--- src/rtl/mbist_pkg.sv ---
// mbist_pkg: shared definitions for the March C- MBIST engine.
//   - state_e   : engine FSM states
//   - elem_e    : March element index M0..M5
//   - RD_POL/WR_POL/DIR_DN/HAS_WR : per-element march table, one bit per
//     element (bit n = element Mn). Polarity 1 means the "1" data, which is
//     the complement of the background.
//   - fcnt_w()  : width of the saturating fail counter (0..NUM_SPARES+1)
package mbist_pkg;

    typedef enum logic [2:0] {
        ST_IDLE,
        ST_INIT,
        ST_READ,
        ST_CHECK,
        ST_DONE
    } state_e;

    typedef enum logic [2:0] {
        EL_M0,  // up   w0
        EL_M1,  // up   r0,w1
        EL_M2,  // up   r1,w0
        EL_M3,  // down r0,w1
        EL_M4,  // down r1,w0
        EL_M5   // up   r0
    } elem_e;

    // Tables are 8 bits wide so any 3-bit element index stays in range.
    localparam logic [7:0] RD_POL = 8'b0001_0100;  // M2, M4 expect "1"
    localparam logic [7:0] WR_POL = 8'b0000_1010;  // M1, M3 write "1"
    localparam logic [7:0] DIR_DN = 8'b0001_1000;  // M3, M4 sweep downward
    localparam logic [7:0] HAS_WR = 8'b0001_1111;  // M0..M4 write; M5 read-only

    function automatic int fcnt_w(input int n);
        return $clog2(n + 2);
    endfunction

endpackage

--- src/rtl/mbist_fail_log.sv ---
// mbist_fail_log: CAM-style repair table for the MBIST engine.
// Logs up to NUM_SPARES distinct failing addresses in detection order
// (lowest free entry first) and counts distinct failing addresses,
// saturating at NUM_SPARES+1 once the table overflows.
// Ports:
//   clk, rst       clock, synchronous active-high reset
//   clear          synchronous clear of all results (new test start)
//   log_en         a mismatch was seen this cycle at log_addr
//   log_addr       failing address
//   spare_addr     packed table, entry k at [k*ADDR_W +: ADDR_W]
//   spare_vld      entry valid bits
//   fail_cnt       distinct failing addresses (saturating)
//   fail_addr      first failing address of the run
module mbist_fail_log #(
    parameter int ADDR_W     = 5,
    parameter int NUM_SPARES = 2,
    parameter int CNT_W      = $clog2(NUM_SPARES + 2)
) (
    input  logic                         clk,
    input  logic                         rst,
    input  logic                         clear,
    input  logic                         log_en,
    input  logic [ADDR_W-1:0]            log_addr,
    output logic [NUM_SPARES*ADDR_W-1:0] spare_addr,
    output logic [NUM_SPARES-1:0]        spare_vld,
    output logic [CNT_W-1:0]             fail_cnt,
    output logic [ADDR_W-1:0]            fail_addr
);

    logic [NUM_SPARES-1:0][ADDR_W-1:0] entry;
    logic                              hit;
    logic                              has_free;
    logic [NUM_SPARES-1:0]             free_sel;  // one-hot lowest free entry

    always_comb begin
        hit      = 1'b0;
        has_free = 1'b0;
        free_sel = '0;
        for (int k = 0; k < NUM_SPARES; k++) begin
            if (spare_vld[k] && entry[k] == log_addr) hit = 1'b1;
            if (!spare_vld[k] && !has_free) begin
                free_sel[k] = 1'b1;
                has_free    = 1'b1;
            end
        end
    end

    always_ff @(posedge clk) begin
        if (rst || clear) begin
            entry     <= '0;
            spare_vld <= '0;
            fail_cnt  <= '0;
            fail_addr <= '0;
        end else if (log_en) begin
            // Any mismatch bumps fail_cnt from zero, so zero marks the first one.
            if (fail_cnt == '0) fail_addr <= log_addr;
            if (!hit) begin
                if (has_free) begin
                    for (int k = 0; k < NUM_SPARES; k++)
                        if (free_sel[k]) entry[k] <= log_addr;
                    spare_vld <= spare_vld | free_sel;
                    fail_cnt  <= fail_cnt + 1'b1;
                end else begin
                    fail_cnt <= CNT_W'(NUM_SPARES + 1);
                end
            end
        end
    end

    assign spare_addr = entry;

endmodule

--- src/rtl/mbist_march_engine.sv ---
// mbist_march_engine: March C- MBIST engine for a single-port SRAM with
// repair-table capture.
// Optional feature: define MBIST_CKBD_EN for a per-address checkerboard
// background (bit i = i[0] ^ addr[0]); otherwise the background is all zeros.
// Ports:
//   clk, rst            clock, synchronous active-high reset
//   start               request, honoured in IDLE or DONE only
//   busy, done, fail    status; done held until restart or reset
//   repair_ok           done and all failing addresses fit in the spares
//   fail_cnt, fail_addr distinct failing addresses, first failing address
//   spare_addr/vld      repair table
//   mem_*               SRAM port; mem_rdata valid the cycle after a read
module mbist_march_engine
    import mbist_pkg::*;
#(
    parameter int DATA_W     = 8,
    parameter int ADDR_W     = 5,
    parameter int DEPTH      = 32,
    parameter int NUM_SPARES = 2
) (
    input  logic                              clk,
    input  logic                              rst,
    input  logic                              start,
    output logic                              busy,
    output logic                              done,
    output logic                              fail,
    output logic                              repair_ok,
    output logic [$clog2(NUM_SPARES+2)-1:0]   fail_cnt,
    output logic [ADDR_W-1:0]                 fail_addr,
    output logic [NUM_SPARES*ADDR_W-1:0]      spare_addr,
    output logic [NUM_SPARES-1:0]             spare_vld,
    output logic                              mem_en,
    output logic                              mem_we,
    output logic [ADDR_W-1:0]                 mem_addr,
    output logic [DATA_W-1:0]                 mem_wdata,
    input  logic [DATA_W-1:0]                 mem_rdata
);

    localparam int                CNT_W = fcnt_w(NUM_SPARES);
    localparam logic [ADDR_W-1:0] LAST  = ADDR_W'(DEPTH - 1);
`ifdef MBIST_CKBD_EN
    localparam logic CKBD = 1'b1;
`else
    localparam logic CKBD = 1'b0;
`endif

    // Data for polarity pol at an address with LSB a0: background, or its
    // complement for the "1" polarity.
    function automatic logic [DATA_W-1:0] pattern(input logic pol, input logic a0);
        logic [DATA_W-1:0] p;
        for (int i = 0; i < DATA_W; i++) p[i] = pol ^ (CKBD & (i[0] ^ a0));
        return p;
    endfunction

    state_e            state, nxt_state;
    elem_e             elem, nxt_elem;
    logic [ADDR_W-1:0] addr, nxt_addr;
    logic              accept, sweep_end, mismatch, log_en;

    assign accept    = start && (state == ST_IDLE || state == ST_DONE);
    assign sweep_end = DIR_DN[elem] ? (addr == '0) : (addr == LAST);
    assign mismatch  = mem_rdata != pattern(RD_POL[elem], addr[0]);
    assign log_en    = (state == ST_CHECK) && mismatch;

    always_comb begin
        nxt_state = state;
        nxt_elem  = elem;
        nxt_addr  = addr;
        case (state)
            ST_IDLE, ST_DONE: begin
                if (start) begin
                    nxt_state = ST_INIT;
                    nxt_elem  = EL_M0;
                    nxt_addr  = '0;
                end
            end
            ST_INIT: begin
                if (addr == LAST) begin
                    nxt_state = ST_READ;
                    nxt_elem  = EL_M1;
                    nxt_addr  = '0;
                end else begin
                    nxt_addr = addr + 1'b1;
                end
            end
            ST_READ: nxt_state = ST_CHECK;
            ST_CHECK: begin
                nxt_state = ST_READ;
                if (!sweep_end) begin
                    nxt_addr = DIR_DN[elem] ? addr - 1'b1 : addr + 1'b1;
                end else if (elem == EL_M5) begin
                    nxt_state = ST_DONE;
                end else begin
                    nxt_elem = elem_e'(elem + 3'd1);
                    nxt_addr = DIR_DN[nxt_elem] ? LAST : '0;
                end
            end
            default: nxt_state = ST_IDLE;
        endcase
    end

    // Memory port is registered: the values loaded here are what the port
    // shows while the FSM sits in nxt_state.
    always_ff @(posedge clk) begin
        if (rst) begin
            state     <= ST_IDLE;
            elem      <= EL_M0;
            addr      <= '0;
            busy      <= 1'b0;
            done      <= 1'b0;
            mem_en    <= 1'b0;
            mem_we    <= 1'b0;
            mem_addr  <= '0;
            mem_wdata <= '0;
        end else begin
            state <= nxt_state;
            elem  <= nxt_elem;
            addr  <= nxt_addr;
            if (accept) begin
                busy <= 1'b1;
                done <= 1'b0;
            end else if (state == ST_DONE) begin
                // One cycle after the last CHECK so the final log update is
                // already visible when done rises.
                busy <= 1'b0;
                done <= 1'b1;
            end
            mem_en    <= 1'b0;
            mem_we    <= 1'b0;
            mem_addr  <= nxt_addr;
            mem_wdata <= '0;
            case (nxt_state)
                ST_INIT: begin
                    mem_en    <= 1'b1;
                    mem_we    <= 1'b1;
                    mem_wdata <= pattern(1'b0, nxt_addr[0]);
                end
                ST_READ: mem_en <= 1'b1;
                ST_CHECK: begin
                    if (HAS_WR[nxt_elem]) begin
                        mem_en    <= 1'b1;
                        mem_we    <= 1'b1;
                        mem_wdata <= pattern(WR_POL[nxt_elem], nxt_addr[0]);
                    end
                end
                default: ;
            endcase
        end
    end

    mbist_fail_log #(
        .ADDR_W     (ADDR_W),
        .NUM_SPARES (NUM_SPARES),
        .CNT_W      (CNT_W)
    ) u_fail_log (
        .clk        (clk),
        .rst        (rst),
        .clear      (accept),
        .log_en     (log_en),
        .log_addr   (addr),
        .spare_addr (spare_addr),
        .spare_vld  (spare_vld),
        .fail_cnt   (fail_cnt),
        .fail_addr  (fail_addr)
    );

    assign fail      = fail_cnt != '0;
    assign repair_ok = done && (fail_cnt <= CNT_W'(NUM_SPARES));

endmodule
--- config.mk ---
export PLATFORM = sky130hd
export DESIGN_NAME = mbist_march_engine
export DESIGN_NICKNAME = d
export VERILOG_FILES = /design/src/rtl/mbist_pkg.sv /design/src/rtl/mbist_fail_log.sv /design/src/rtl/mbist_march_engine.sv
export SDC_FILE = /design/constraint.sdc
export NUM_CORES = 1
export LEC_CHECK = 0
export CAP_MARGIN = 10
export CORE_UTILIZATION = 50
export DETAILED_ROUTE_END_ITERATION = 16
export PLACE_DENSITY = 0.81
export SLEW_MARGIN = 20
export SYNTH_ARGS = -nofsm -noshare
export SYNTH_HDL_FRONTEND = slang
export SYNTH_SLANG_ARGS = --single-unit
--- constraint.sdc ---
create_clock -name clk -period 4.28 [get_ports clk]
set_input_delay 0.856 -clock clk [delete_from_list [all_inputs] [get_ports clk]]
set_output_delay 0.856 -clock clk [all_outputs]
set_load 0.01 [all_outputs]
Word-level counts from Yosys, hierarchy flattened
Memories as Yosys holds them, arrays and structs flattened. A register that Yosys moved wholly into a read port is not among the register bits.
Index checks and enable logic that the tools add are counted.
{"block": "word_totals", "register_bits": 34, "rom_bits": 40, "input_bits": 11, "output_inout_bits": 38, "word_cells": 104, "memories": 5}
{"memory": "(no name shown)", "words": 8, "width": 1, "rd": 1, "rd_clocked_by_memory_dff": 1, "wr": 0, "line": "mbist_march_engine.sv:143", "source": "mem_wdata <= pattern(WR_POL[nxt_elem], nxt_addr[0]);"}
{"memory": "(no name shown)", "words": 8, "width": 1, "rd": 1, "rd_clocked_by_memory_dff": 0, "wr": 0, "line": "mbist_march_engine.sv:140", "source": "if (HAS_WR[nxt_elem]) begin"}
{"memory": "(no name shown)", "words": 8, "width": 1, "rd": 1, "rd_clocked_by_memory_dff": 0, "wr": 0, "line": "mbist_march_engine.sv:95", "source": "nxt_addr = DIR_DN[nxt_elem] ? LAST : '0;"}
{"memory": "(no name shown)", "words": 8, "width": 1, "rd": 1, "rd_clocked_by_memory_dff": 1, "wr": 0, "line": "mbist_march_engine.sv:90", "source": "nxt_addr = DIR_DN[elem] ? addr - 1'b1 : addr + 1'b1;"}
{"memory": "(no name shown)", "words": 8, "width": 1, "rd": 1, "rd_clocked_by_memory_dff": 1, "wr": 0, "line": "mbist_march_engine.sv:62", "source": "assign mismatch = mem_rdata != pattern(RD_POL[elem], addr[0]);"}
{"block": "op_classes", "add_sub_neg": 4, "n_lt_le_gt_ge": 4, "n_eq_ne": 14, "mux": 35, "n_bitwise": 5, "reduce_logical": 25}
{"op": "$mux W3", "count": 10}
{"op": "$mux W5", "count": 6}
{"op": "$pmux W5 S3", "count": 1}
{"op": "$mux W1", "count": 13}
{"op": "$eq A3 B2 Y1 const B", "count": 4}
{"op": "$lt A3 B4 Y1 const B", "count": 3}
{"op": "$pmux W3 S4", "count": 1}
{"op": "$eq A5 B5 Y1", "count": 2}
{"op": "$pmux W3 S3", "count": 1}
{"op": "$ne A8 B8 Y1", "count": 1}
{"op": "$reduce_and A4 Y1", "count": 2}
{"op": "$eq A3 B1 Y1 const B", "count": 2}
{"op": "$eq A3 B3 Y1 const B", "count": 2}
{"op": "$logic_and A1 B1 Y1", "count": 6}
{"op": "$reduce_and A3 Y1", "count": 2}
{"op": "$reduce_or A2 Y1", "count": 3}
{"op": "$add A5 B1 Y5 const B", "count": 1}
{"op": "$eq A5 B5 Y1 const B", "count": 1}
{"op": "$logic_not A5 Y1", "count": 1}
{"op": "$sub A5 B1 Y5 const B", "count": 1}
{"op": "$not A1 Y1", "count": 4}
{"op": "$pmux W1 S2", "count": 2}
{"op": "$reduce_and A2 Y1", "count": 2}
{"op": "$reduce_bool A2 Y1", "count": 2}
{"op": "13 further kinds", "count": 14}

Depth between registers and ports, before layout
{"block": "depth", "word_depth": 9, "ltp_mapped": 9, "mapped_depth_nobuf": 9}

Modules after synthesis
A second synthesis with hierarchy kept.
{"block": "hier_totals", "cells_unflattened": 262, "hier_area_um2": 2188.3}
{"module": "mbist_march_engine", "n_inst": 1, "cells_per_inst": 170, "area_per_inst_um2": 1323.8, "seq_area_each_um2": 360.3}
{"module": "mbist_fail_log", "n_inst": 1, "cells_per_inst": 92, "area_per_inst_um2": 864.6, "seq_area_each_um2": 380.4}

Worst setup path before layout
Ideal clock, no wire load.
{"block": "synth_path", "path_kind": "input -> register", "start": "input mem_rdata[2]", "end": "register u_fail_log.entry, in the netlist u_fail_log.spare_addr[0]", "setup_time_ps": 128, "arrival_time_ps": 2362, "required_time_ps": 4152, "setup_slack_ps": 1791, "cell_stages": 7, "n_path_buf": 1, "cell_sequence": "or4_1 -> nor4_2 -> nor3_4 -> or3b_1 -> buf_2 -> mux2i_1 -> nor2_1"}
{"block": "synth_via", "elab_chain_cells": 3}
{"element": "start: declaration", "line": "mbist_march_engine.sv:36", "source": "input logic [DATA_W-1:0] mem_rdata"}
{"element": "$ne A8 B8 Y1", "line": "mbist_march_engine.sv:62"}
{"element": "$logic_and A1 B1 Y1", "line": "mbist_march_engine.sv:63", "source": "assign log_en = (state == ST_CHECK) && mismatch;"}
{"element": "$reduce_and A4 Y1 (no source line)"}
{"element": "end signal: indexed assignment", "line": "mbist_fail_log.sv:60", "source": "if (free_sel[k]) entry[k] <= log_addr;"}
{"element": "end: declaration", "line": "mbist_fail_log.sv:30", "source": "logic [NUM_SPARES-1:0][ADDR_W-1:0] entry;"}
No other way between the ends.
A chain may end at the register's enable or synchronous reset.

==> results_dict.tcl <==
set metrics [dict create \
    cts_htree_levels 2 \
    cp-start-kind "flop" \
    die_area_um2 4640 \
    outcome "complete, no violations" \
    synth_edf_count 0 \
    grt-ovfl-total 0 \
    fin_cells 346 \
    synth_top_area_frac 0.339 \
    dp.cells 338 \
    drtPass1Iterations 4 \
    grt_pass1_wl_um 7800 \
    grt_max_degree 21 \
    post_cts_resized 0 \
    clk_pin_slew_ns 0.07 \
    ys_ff_latch 37 \
    root_buffer "clkbuf_8" \
    num_rows 23 \
    total_power_mw 0.712 \
    crit_slowest_cell "dfxtp_1" \
    synth_top_flop_cell "dfxtp_1" \
    nNetsFinal 317 \
    cts.sinks 37 \
    hp-class "flop to flop" \
    hold_viol 0 \
    ys_seq_area_frac 0.339 \
    yosysUniqueCellTypes 53 \
    cts_tree "done" \
    initial_core_util 0.535 \
    drv_slew 0 \
    grt_pass1_vias 1695 \
    cts_buffer_depth 2 \
    finalClockSkew_ns 0.00281 \
    rsz0062_at_grt "false" \
    postCtsHoldBufs 0 \
    layout-drive-gt1-share 0.0642 \
    fp.coreArea_um2 4090 \
    async_flop_share 0 \
    antenna_found_initial 0 \
    io_buffers 48 \
    ff2ff_path_depth 9 \
    netlist_area_um2 2180 \
    routed_wirelength_um 4930 \
    crit_fanout 11 \
    drtAntennaViolNets 0 \
    antenna_cells 0 \
    power.density_nw_per_um2 261 \
    yosys.area.top_type "dfxtp_1" \
    maxSlewHeadroom 0.584 \
    grt.total_usage 0.225 \
    ys_warn_count 0 \
    syn_inst 260 \
    post_cts_buffers 0 \
    clock_latency_ns 0.29 \
    whs_path_depth 2 \
    r2r_slack_ns 1.37 \
    finalWeightedCongestion 0.952 \
    p_leak_nw 1.12 \
    syn2layout_area_growth_pct 24.8 \
    syn_area_per_cell_um2 8.40 \
    tightest_slew_ns 0.622 \
    drtIter0Drc 95 \
    via_per_inst 5.65 \
    drc 0 \
    maxCapViolations 0 \
    fmax_ghz 0.343 \
    cpPeakStageDelay_ns 0.61 \
    critPathKind "flop to flop" \
    peakVddDrop_v 0.000144 \
    worstHoldEndpoint "u_fail_log.fail_addr[4]" \
    fin_crit_ns 2.91 \
    period_share 0.680 \
    io_pins 49 \
    fin_setup_tns_ns 0 \
    numCtsBuffers 5 \
    cp_common_cell "ha_1" \
    die-width_um 68.1 \
    stdcell_area_um2 2730 \
    critical_path_required_ns 4.51 \
    synth_area_leaders "dfxtp_1 (34%), ha_1 (6.3%), mux2i_1 (5.0%), nor2_1 (5.0%), xor2_1 (4.4%)" \
    die_h_um 68.1 \
    postPlaceCellArea_um2 2610 \
    cp-end-kind "flop" \
    report.final.setup_viol 0 \
    timing.rr.start "mem_addr[1]" \
    synth_nets 282 \
    route.detailed.wl_per_inst_um 14.2 \
    path_cells "ha_1 -> and3_1 -> ha_1 -> inv_1 -> o22ai_2 -> nand2_1 -> a311o_1 -> nor4_1 -> a31o_1" \
    dpl.hpwl_um 3550 \
    worstHoldStart "u_fail_log.fail_addr[4]" \
    vias 1954 \
    utilization 0.667 \
    crit_arrival_ns 3.15 \
]
## sequential cells by signal (all words and copies together) (netlist names), named ones only
name,count
busy,1
done,1
elem,3
mem_addr,5
mem_en,1
mem_wdata,1
mem_we,1
state,3
u_fail_log.fail_addr,5
u_fail_log.fail_cnt,2
u_fail_log.spare_addr,10
u_fail_log.spare_vld,2
## cell usage after synthesis, types with 4 or more instances
library cell and n:
nand2_1 21, a21oi_1 19, a31oi_1 4, inv_1 15
buf_4 8, nand3_1 11, nor2b_1 4, nor2_1 29
and3_1 4, mux2i_1 11, buf_2 4, clkbuf_1 6
nor4_1 5, dfxtp_1 37, nor3_1 7, ha_1 11
xor2_1 11
## final cells by class
type / instances / area [µm²]
flip-flops and latches: 37 / 741
inverters: 15 / 56.3
repair buffers: 48 / 480
well taps: 50 / 62.6
clock inverters: 1 / 30.0
fillers: 356 / 1360
clock buffers: 7 / 86.3
multi-input cells: 188 / 1270
## metrics by stage
stage | setup slack [ns] | hold WS (ns)
final | 1.37 | 0.455
after global routing | 1.18 | 0.485
after CTS | 1.42 | 0.460
after detailed placement | 1.25 | 0.450
after global placement | 1.28 | 0.444
after floorplan | 1.79 | 0.481
## cells by family after synthesis
kind of cell / share of synthesized area
XOR/XNOR: 0.0561
buffers and inverters: 0.0796
AND/OR/NAND/NOR: 0.238
AO/OA/AOI/OAI: 0.174
flip-flops: 0.339
multiplexers: 0.0504
adder cells (fa/ha/maj): 0.0630
## worst max-delay path by stage
stage	slack (ns)	cells past startpoint	startpoint	to
floorplan	1.79	7	mem_rdata[2]	u_fail_log.spare_addr[0]
detailed placement	1.25	7	mem_rdata[2]	u_fail_log.spare_addr[9]
global placement	1.28	7	mem_rdata[2]	u_fail_log.spare_addr[2]
finish	1.37	9	mem_addr[1]	flop
global route	1.18	9	mem_addr[1]	mem_we
CTS	1.42	9	mem_addr[1]	flop
## per-layer routing
layer / part of all wire / vias up / track usage
met2: 0.46 / 59 / 0.364
met1: 0.46 / 908 / 0.281
met4: 0.013 / 0 / 0.0885
met3: 0.069 / 9 / 0.0600
li1: - / 978 / -
met5: 0 / - / 0
## critical path: cells and delay by family (launching register included)
family,cells,cell delay [ns]
AO/OA/AOI/OAI,3,0.93
adder cells (fa/ha/maj),2,0.59
buffers and inverters,1,0.11
flip-flops,1,0.61
AND/OR/NAND/NOR,3,0.62
## layout by cell type (no fill, tap or decap), drive strengths merged, types with 4 or more instances in the layout
cell           synthesis  final
clkdlybuf4s50          0     48
ha                    11     11
nand3                 11     11
nand2                 22     22
nor2b                  4      4
xor2                  11     11
and3                   4      4
nor2                  29     29
a21oi                 20     20
nor4                   6      6
inv                   15     15
a31oi                  4      4
dfxtp                 37     37
nor3b                  4      4
clkbuf                 6      7
mux2i                 11     11
nor3                   8      8
## power breakdown
part           switching [mW]  internal (mW)  leakage, nW
Combinational          0.0261         0.0243        0.758
Sequential            0.00422          0.348        0.299
Clock                   0.120          0.190       0.0585
Note: power is estimated with default switching activity, not from simulation.
